<file path="config.mk">
export PLATFORM = sky130hd
export DESIGN_NAME = cache_ri_refill
export DESIGN_NICKNAME = d
export VERILOG_FILES = /design/src/rtl/cache_ri_refill.sv
export SDC_FILE = /design/constraint.sdc
export NUM_CORES = 1
export LEC_CHECK = 0
export BUFFER_PORTS_ARGS = -buffer_cell sky130_fd_sc_hd__buf_2
export CORE_AREA = 3 3 143 145
export CTS_CLUSTER_DIAMETER = 30
export CTS_CLUSTER_SIZE = 25
export DETAILED_ROUTE_END_ITERATION = 6
export DIE_AREA = 0 0 146 148
export GPL_TIMING_DRIVEN = 0
export PLACE_DENSITY = 0.66
export SYNTH_ARGS = -nofsm -noshare
export SYNTH_HDL_FRONTEND = slang
export SYNTH_SLANG_ARGS = --single-unit
</file>
<file path="constraint.sdc">
create_clock -name clk -period 2.94 [get_ports clk]
set_clock_uncertainty 0.15 [all_clocks]
set_input_delay 0.588 -clock clk [delete_from_list [all_inputs] [get_ports clk]]
set_output_delay 0.588 -clock clk [all_outputs]
set_load 0.02 [all_outputs]
</file>
<file path="src/rtl/cache_ri_refill.sv">
// cache_ri_refill: miss and uncached-IO service engine behind the cache
// read/write stage. It refills a 16-word block (writing back a dirty victim
// first), and it performs single-word uncached accesses on the m0 master.
//
//   state    | meaning
//   IDLE     | wait for a command; not accepted while the ready pulse is high
//   IO_RQ    | uncached read/write strobe held until the slave accepts it
//   IO_WT    | uncached read waiting for read data
//   TAG_RD   | pick the victim way and read its tag
//   TAG_CHK  | tag data valid; a dirty victim goes to writeback, else to fill
//   WB_RD    | present data RAM address of victim word k
//   WB_LD    | capture victim word k from the data RAM
//   WB_WR    | write victim word k to memory
//   FILL_RQ  | read request for block word k
//   FILL_WT  | wait for word k, write it (merged if it is the request word)
//   TAG_WR   | install the new tag, advance round-robin if it was used
//   DONE     | completion; the ready pulse follows on the next cycle
module cache_ri_refill #(
   parameter int SIZE = 8192,
   localparam int DW  = $clog2(SIZE / 16),
   localparam int TAW = DW - 4,
   localparam int TW  = 30 - DW
) (
   input  logic            clk,
   input  logic            rest,
   input  logic [3:0]      ri_cmd,
   input  logic            ri_cmd_valid,
   output logic            ri_cmd_ready,
   output logic [31:0]     ri_rsp_data,
   input  logic [31:0]     rq_address,
   input  logic [3:0]      rq_byteEnable,
   input  logic            rq_write,
   input  logic [31:0]     rq_writeData,
   output logic [31:0]     m0_address,
   output logic [3:0]      m0_byteEnable,
   output logic            m0_read,
   output logic            m0_write,
   output logic [31:0]     m0_writeData,
   input  logic [31:0]     m0_readData,
   input  logic            m0_waitRequest,
   input  logic            m0_readDataValid,
   output logic [TAW-1:0]  tag_ri_address,
   output logic [1:0]      tag_ri_channel,
   input  logic [31:0]     tag_ri_readData,
   output logic            tag_ri_writeEnable,
   output logic [31:0]     tag_ri_writeData,
   input  logic            tag_ri_isHaveFreeBlock,
   input  logic [1:0]      tag_ri_freeBlockNum,
   output logic [DW-1:0]   data_ri_address,
   output logic [1:0]      data_ri_channel,
   input  logic [31:0]     data_ri_readData,
   output logic            data_ri_writeEnable,
   output logic [31:0]     data_ri_writeData,
   output logic [DW-2:0]   dre_ri_writeAddress,
   output logic            dre_ri_writeEnable
);

   localparam logic [3:0] CMD_NOP  = 4'd0;
   localparam logic [3:0] CMD_RB   = 4'd1;
   localparam logic [3:0] CMD_IORW = 4'd2;
   localparam logic [3:0] CMD_CTR  = 4'd3;

   typedef enum logic [3:0] {
      IDLE, IO_RQ, IO_WT, TAG_RD, TAG_CHK, WB_RD, WB_LD, WB_WR,
      FILL_RQ, FILL_WT, TAG_WR, DONE
   } state_t;

   state_t            state_q, state_nx;
   logic [3:0]        k_q;
   logic [1:0]        rr_q;
   logic [1:0]        way_q;
   logic              used_free_q;
   logic [TW-1:0]     vtag_q;
   logic [31:0]       wb_data_q;
   logic [31:0]       rsp_q;

   logic [TAW-1:0]    set_idx;
   logic [1:0]        way_sel;
   logic              word_hit;
   logic [31:0]       merged;
   logic [31:0]       fill_word;
   logic              unused_bits;

   assign set_idx   = rq_address[DW+1:6];
   assign way_sel   = tag_ri_isHaveFreeBlock ? tag_ri_freeBlockNum : rr_q;
   assign word_hit  = (k_q == rq_address[5:2]);
   assign fill_word = (word_hit && rq_write) ? merged : m0_readData;
   assign unused_bits = ^{tag_ri_readData[29:TW], rq_address[1:0]};

   // byte-lane merge of the store data into the word coming back from memory
   always_comb begin
      for (int b = 0; b < 4; b++) begin
         merged[b*8 +: 8] = rq_byteEnable[b] ? rq_writeData[b*8 +: 8] : m0_readData[b*8 +: 8];
      end
   end

   // state register
   always_ff @(posedge clk) begin
      if (rest) state_q <= IDLE;
      else      state_q <= state_nx;
   end

   // next state and all strobes/addresses, decoded from the current state
   always_comb begin
      state_nx            = state_q;
      m0_address          = '0;
      m0_byteEnable       = '0;
      m0_read             = 1'b0;
      m0_write            = 1'b0;
      m0_writeData        = '0;
      tag_ri_address      = '0;
      tag_ri_channel      = '0;
      tag_ri_writeEnable  = 1'b0;
      tag_ri_writeData    = '0;
      data_ri_address     = '0;
      data_ri_channel     = '0;
      data_ri_writeEnable = 1'b0;
      data_ri_writeData   = '0;
      dre_ri_writeAddress = '0;
      dre_ri_writeEnable  = 1'b0;
      case (state_q)
         IDLE: begin
            if (ri_cmd_valid && !ri_cmd_ready) begin
               case (ri_cmd)
                  CMD_IORW:         state_nx = IO_RQ;
                  CMD_RB:           state_nx = TAG_RD;
                  CMD_NOP, CMD_CTR: state_nx = DONE;
                  default:          state_nx = DONE;
               endcase
            end
         end
         IO_RQ: begin
            m0_address    = {rq_address[31:2], 2'b00};
            m0_byteEnable = rq_byteEnable;
            m0_read       = !rq_write;
            m0_write      = rq_write;
            m0_writeData  = rq_writeData;
            if (!m0_waitRequest) state_nx = rq_write ? DONE : IO_WT;
         end
         IO_WT: begin
            if (m0_readDataValid) state_nx = DONE;
         end
         TAG_RD: begin
            tag_ri_address = set_idx;
            tag_ri_channel = way_sel;
            state_nx       = TAG_CHK;
         end
         TAG_CHK: begin
            tag_ri_address = set_idx;
            tag_ri_channel = way_q;
            state_nx       = (tag_ri_readData[31] && tag_ri_readData[30]) ? WB_RD : FILL_RQ;
         end
         WB_RD, WB_LD: begin
            data_ri_address = {set_idx, k_q};
            data_ri_channel = way_q;
            state_nx        = (state_q == WB_RD) ? WB_LD : WB_WR;
         end
         WB_WR: begin
            m0_address    = {vtag_q, set_idx, k_q, 2'b00};
            m0_byteEnable = 4'hF;
            m0_write      = 1'b1;
            m0_writeData  = wb_data_q;
            if (!m0_waitRequest) state_nx = (k_q == 4'd15) ? FILL_RQ : WB_RD;
         end
         FILL_RQ: begin
            m0_address    = {rq_address[31:6], k_q, 2'b00};
            m0_byteEnable = 4'hF;
            m0_read       = 1'b1;
            if (!m0_waitRequest) state_nx = FILL_WT;
         end
         FILL_WT: begin
            data_ri_address     = {set_idx, k_q};
            data_ri_channel     = way_q;
            data_ri_writeData   = fill_word;
            dre_ri_writeAddress = {set_idx, k_q[3:1]};
            if (m0_readDataValid) begin
               data_ri_writeEnable = 1'b1;
               dre_ri_writeEnable  = k_q[0];
               state_nx            = (k_q == 4'd15) ? TAG_WR : FILL_RQ;
            end
         end
         TAG_WR: begin
            tag_ri_address     = set_idx;
            tag_ri_channel     = way_q;
            tag_ri_writeEnable = 1'b1;
            tag_ri_writeData   = {1'b1, rq_write, {(30-TW){1'b0}}, rq_address[31:32-TW]};
            state_nx           = DONE;
         end
         DONE: state_nx = IDLE;
         default: state_nx = IDLE;
      endcase
   end

   // word counter, victim capture, response and round-robin bookkeeping
   always_ff @(posedge clk) begin
      if (rest) begin
         k_q          <= '0;
         rr_q         <= '0;
         way_q        <= '0;
         used_free_q  <= 1'b0;
         vtag_q       <= '0;
         wb_data_q    <= '0;
         rsp_q        <= '0;
         ri_cmd_ready <= 1'b0;
         ri_rsp_data  <= '0;
      end else begin
         ri_cmd_ready <= (state_q == DONE);
         ri_rsp_data  <= (state_q == DONE) ? rsp_q : '0;
         case (state_q)
            IDLE: begin
               if (state_nx != IDLE) begin
                  rsp_q <= '0;
                  k_q   <= '0;
               end
            end
            IO_WT: if (m0_readDataValid) rsp_q <= m0_readData;
            TAG_RD: begin
               way_q       <= way_sel;
               used_free_q <= tag_ri_isHaveFreeBlock;
            end
            TAG_CHK: begin
               vtag_q <= tag_ri_readData[TW-1:0];
               k_q    <= '0;
            end
            WB_LD: wb_data_q <= data_ri_readData;
            // k wraps 15 -> 0 so the fill restarts at word 0 after writeback
            WB_WR: if (!m0_waitRequest) k_q <= k_q + 4'd1;
            FILL_WT: begin
               if (m0_readDataValid) begin
                  if (word_hit) rsp_q <= fill_word;
                  k_q <= k_q + 4'd1;
               end
            end
            TAG_WR: if (!used_free_q) rr_q <= rr_q + 2'd1;
            default: ;
         endcase
      end
   end

endmodule
</file>
==> impl_metrics.json <==
{
  "initial_utilization": 0.361,
  "switching_power_mw": 3.50,
  "grt_start_max_net_pins": 17,
  "clock-root-buffer": "clkbuf_16",
  "reg2reg_from": "k_q[0]",
  "synth_area_leaders": "dfxtp_1 38%, nand2_1 9.0%, a21oi_1 8.9%, a22o_1 7.2%, and2_1 5.5%",
  "grt_usage": 0.267,
  "finalCriticalPeriod_ns": 2.89,
  "synth_edf_count": 0,
  "cp_num_buf_inv": 2,
  "crit_type": "reg -> out",
  "final-max-slew-violation-count": 0,
  "synthCells": 888,
  "power_mw": 8.29,
  "ir_drop_uv": 484,
  "synthesis.area_um2": 6970,
  "p_comb_frac": 0.471,
  "setup_tns_ns": 0,
  "slew_headroom": 0.444,
  "ys_warn_count": 0,
  "cp_cell_sequence": "xnor2_2, nand4_1, buf_6, nor2_4, mux2i_1, nor2_1, buf_2",
  "antenna_found_initial": 3,
  "drt_iter0_drc": 510,
  "hold_class": "in -> reg",
  "synth_top_flop_cell": "dfxtp_1",
  "routedWlPerCell_um": 19.5,
  "coreArea_um2": 19300,
  "clkPwrFrac": 0.259,
  "fmax_ghz": 0.346,
  "dpl.hpwl_um": 24400,
  "leakagePower_nw": 4.56,
  "final_util": 0.522,
  "clock_path_buffers": 2,
  "avgSynthCellArea_um2": 7.85,
  "seqPwrFrac": 0.271,
  "cp_slowest_cell": "dfxtp_4",
  "powerDensity_nw_per_um2": 822,
  "ctsHoldBuffers": 0,
  "layout_common_cells": "369 x buf_2, 166 x nand2_1, 126 x dfxtp_1, 114 x a21oi_1, 61 x and2_1",
  "cts_inserted_buffers": 17,
  "whs_path_depth": 3,
  "critPathTopFamily": "simple AND/OR/NAND/NOR gates",
  "vias": 8207,
  "dp.cells": 1512,
  "grt_pass1_wl_um": 45300,
  "drive_above_1_share": 0.396,
  "gp_congestion": 0.926,
  "synth_top_cell_area_share": 0.376,
  "area_growth_pct": 44.7,
  "drtPass1Iterations": 5,
  "async_reset_ff_frac": 0,
  "overflow": 0,
  "io_buffer_count": 349,
  "r2r_cells": 7,
  "required_ns": 2.20,
  "seq_area_frac_synth": 0.376,
  "hold_viol_final": 0,
  "path_clk_slew_ns": 0.06,
  "tritoncts": "built",
  "crit_path_end_kind": "output port",
  "h-tree-depth": 4,
  "placed_cell_area_um2": 9090,
  "worstSkewPairLatency_ns": 0.42,
  "synth_cell_types": 66,
  "r2r_end": "rsp_q[12]",
  "routed_wirelength_um": 30400,
  "critPathLaunchType": "register",
  "cts_sinks": 131,
  "die_area_um2": 21600,
  "min_period_over_period": 0.983,
  "drv_cap": 0,
  "min_from": "tag_ri_readData[7]",
  "die_x_um": 146,
  "cp_max_fo": 8,
  "final_cell_count_no_fill": 1561,
  "num_rows": 51,
  "fp.dieH_um": 148,
  "setup_viol_count_final": 0,
  "ys_ff_latch": 131,
  "ant_nets": 0,
  "viasPerCell": 5.26,
  "grt_pass1_vias": 7810,
  "final_area_um2": 10100,
  "final_common_cell": "buf_2",
  "outcome": "finished clean",
  "synth_area_leader_cell": "dfxtp_1",
  "nNetsFinal": 1458,
  "reg2reg_slack_ns": 0.61,
  "ios": 373,
  "switching_share": 0.422,
  "drc": 0,
  "crit_arrival_ns": 2.15,
  "hold_end": "vtag_q[7]",
  "tightest_slew_ns": 0.834,
  "max_stage_delay_ns": 0.37,
  "intPower_mw": 4.79
}
worst min-delay path, stage by stage:
cell and delay, ns:
buf_2 0.09, nand2_1 0.05, a21oi_1 0.05
repair_timing:
action	in CTS	in global routing
resized for setup	66	37
pin swaps	5	10
setup buffers	8	6
setup endpoints to repair	134	120
cloned	0	0
power groups by stage:
| stage | sequential, mW | clock, mW | combinational (mW) |
|---|---|---|---|
| 2_1_floorplan | 2.21 | 0 | 2.55 |
| 3_3_place_gp | 2.27 | 0 | 3.66 |
| 3_5_place_dp | 2.28 | 0 | 3.66 |
| 4_1_cts | 2.24 | 2.17 | 3.78 |
| 5_1_grt | 2.28 | 2.26 | 4.21 |
| 6_report | 2.25 | 2.14 | 3.90 |
registers in the layout, indices dropped and copies added, names as in the netlist:
name	count
used_free_q	1
ri_rsp_data	32
rsp_q	32
vtag_q	21
state_q	4
wb_data_q	32
ri_cmd_ready	1
rr_q	2
k_q	4
way_q	2
cell type report:
type / count / area (µm²)
timing repair buffer: 363 / 1890
inverter: 7 / 26.3
antenna: 3 / 7.51
sequential: 131 / 2640
clock inverter: 15 / 173
fill: 1954 / 9250
buffer: 86 / 512
tap: 265 / 332
clock buffer: 17 / 425
multi-input combinational: 674 / 4090
how the worst max path moves through the flow:
| stage | startpoint | to | slack (ns) | cells after the start |
|---|---|---|---|---|
| 2_1_floorplan | rq_address[4] | data_ri_writeData[16] | 0.23 | 7 |
| 6_report | k_q[0] | data_ri_writeData[8] | 0.05 | 7 |
| 3_5_place_dp | rq_address[5] | data_ri_writeData[21] | -0.34 | 9 |
| 4_1_cts | state_q[3] | data_ri_address[0] | -0.06 | 8 |
| 5_1_grt | k_q[0] | data_ri_writeData[26] | -0.009 | 7 |
| 3_3_place_gp | rq_address[5] | data_ri_writeData[21] | -0.31 | 9 |
through the flow:
stage          worst slack [ns]  hold slack [ns]
5_1_grt                -0.00897            0.242
3_5_place_dp             -0.343            0.296
4_1_cts                 -0.0620            0.235
3_3_place_gp             -0.307            0.292
2_1_floorplan             0.234            0.281
6_report                 0.0510            0.250
per-layer routing:
layer	global-route usage	routed length, µm	up-vias
met5	0	13	-
met4	0.0757	873	2
met3	0.0748	2230	61
met2	0.443	14400	378
met1	0.343	12800	3835
li1	-	-	3931
synth_stat cells, types with 2 or more instances:
| cell | n |
|---|---|
| dfxtp_1 | 131 |
| nand3_1 | 21 |
| a32oi_1 | 8 |
| mux2i_1 | 10 |
| nor3_1 | 7 |
| o21ai_0 | 34 |
| xnor2_1 | 6 |
| and3_1 | 2 |
| a22o_1 | 57 |
| and2_1 | 61 |
| inv_1 | 7 |
| a311oi_1 | 24 |
| o31ai_1 | 2 |
| buf_6 | 3 |
| nand2_1 | 167 |
| clkbuf_1 | 36 |
| mux2_2 | 2 |
| a21o_1 | 2 |
| buf_2 | 30 |
| a31oi_1 | 2 |
| nor2_1 | 35 |
| nand2b_1 | 6 |
| o31a_4 | 2 |
| buf_4 | 13 |
| or3_1 | 2 |
| buf_1 | 4 |
| nor3_2 | 2 |
| a211oi_1 | 9 |
| a211oi_2 | 2 |
| nor2b_1 | 24 |
| o211ai_1 | 16 |
| nor2_2 | 4 |
| a21oi_1 | 124 |
kinds of logic (layout without fill, tap and decap cells):
kind of cell,count (synthesis),in the layout,synth area share
adder cells (fa/ha/maj),1,1,0.00179
other,1,14,0.000538
multiplexers,12,12,0.0176
XOR/XNOR,7,7,0.00879
buffers and inverters,93,488,0.0657
AO/OA/AOI/OAI,294,294,0.283
AND/OR/NAND/NOR,349,349,0.246
flip-flops,131,131,0.376
(Power assumes the default switching activity.)
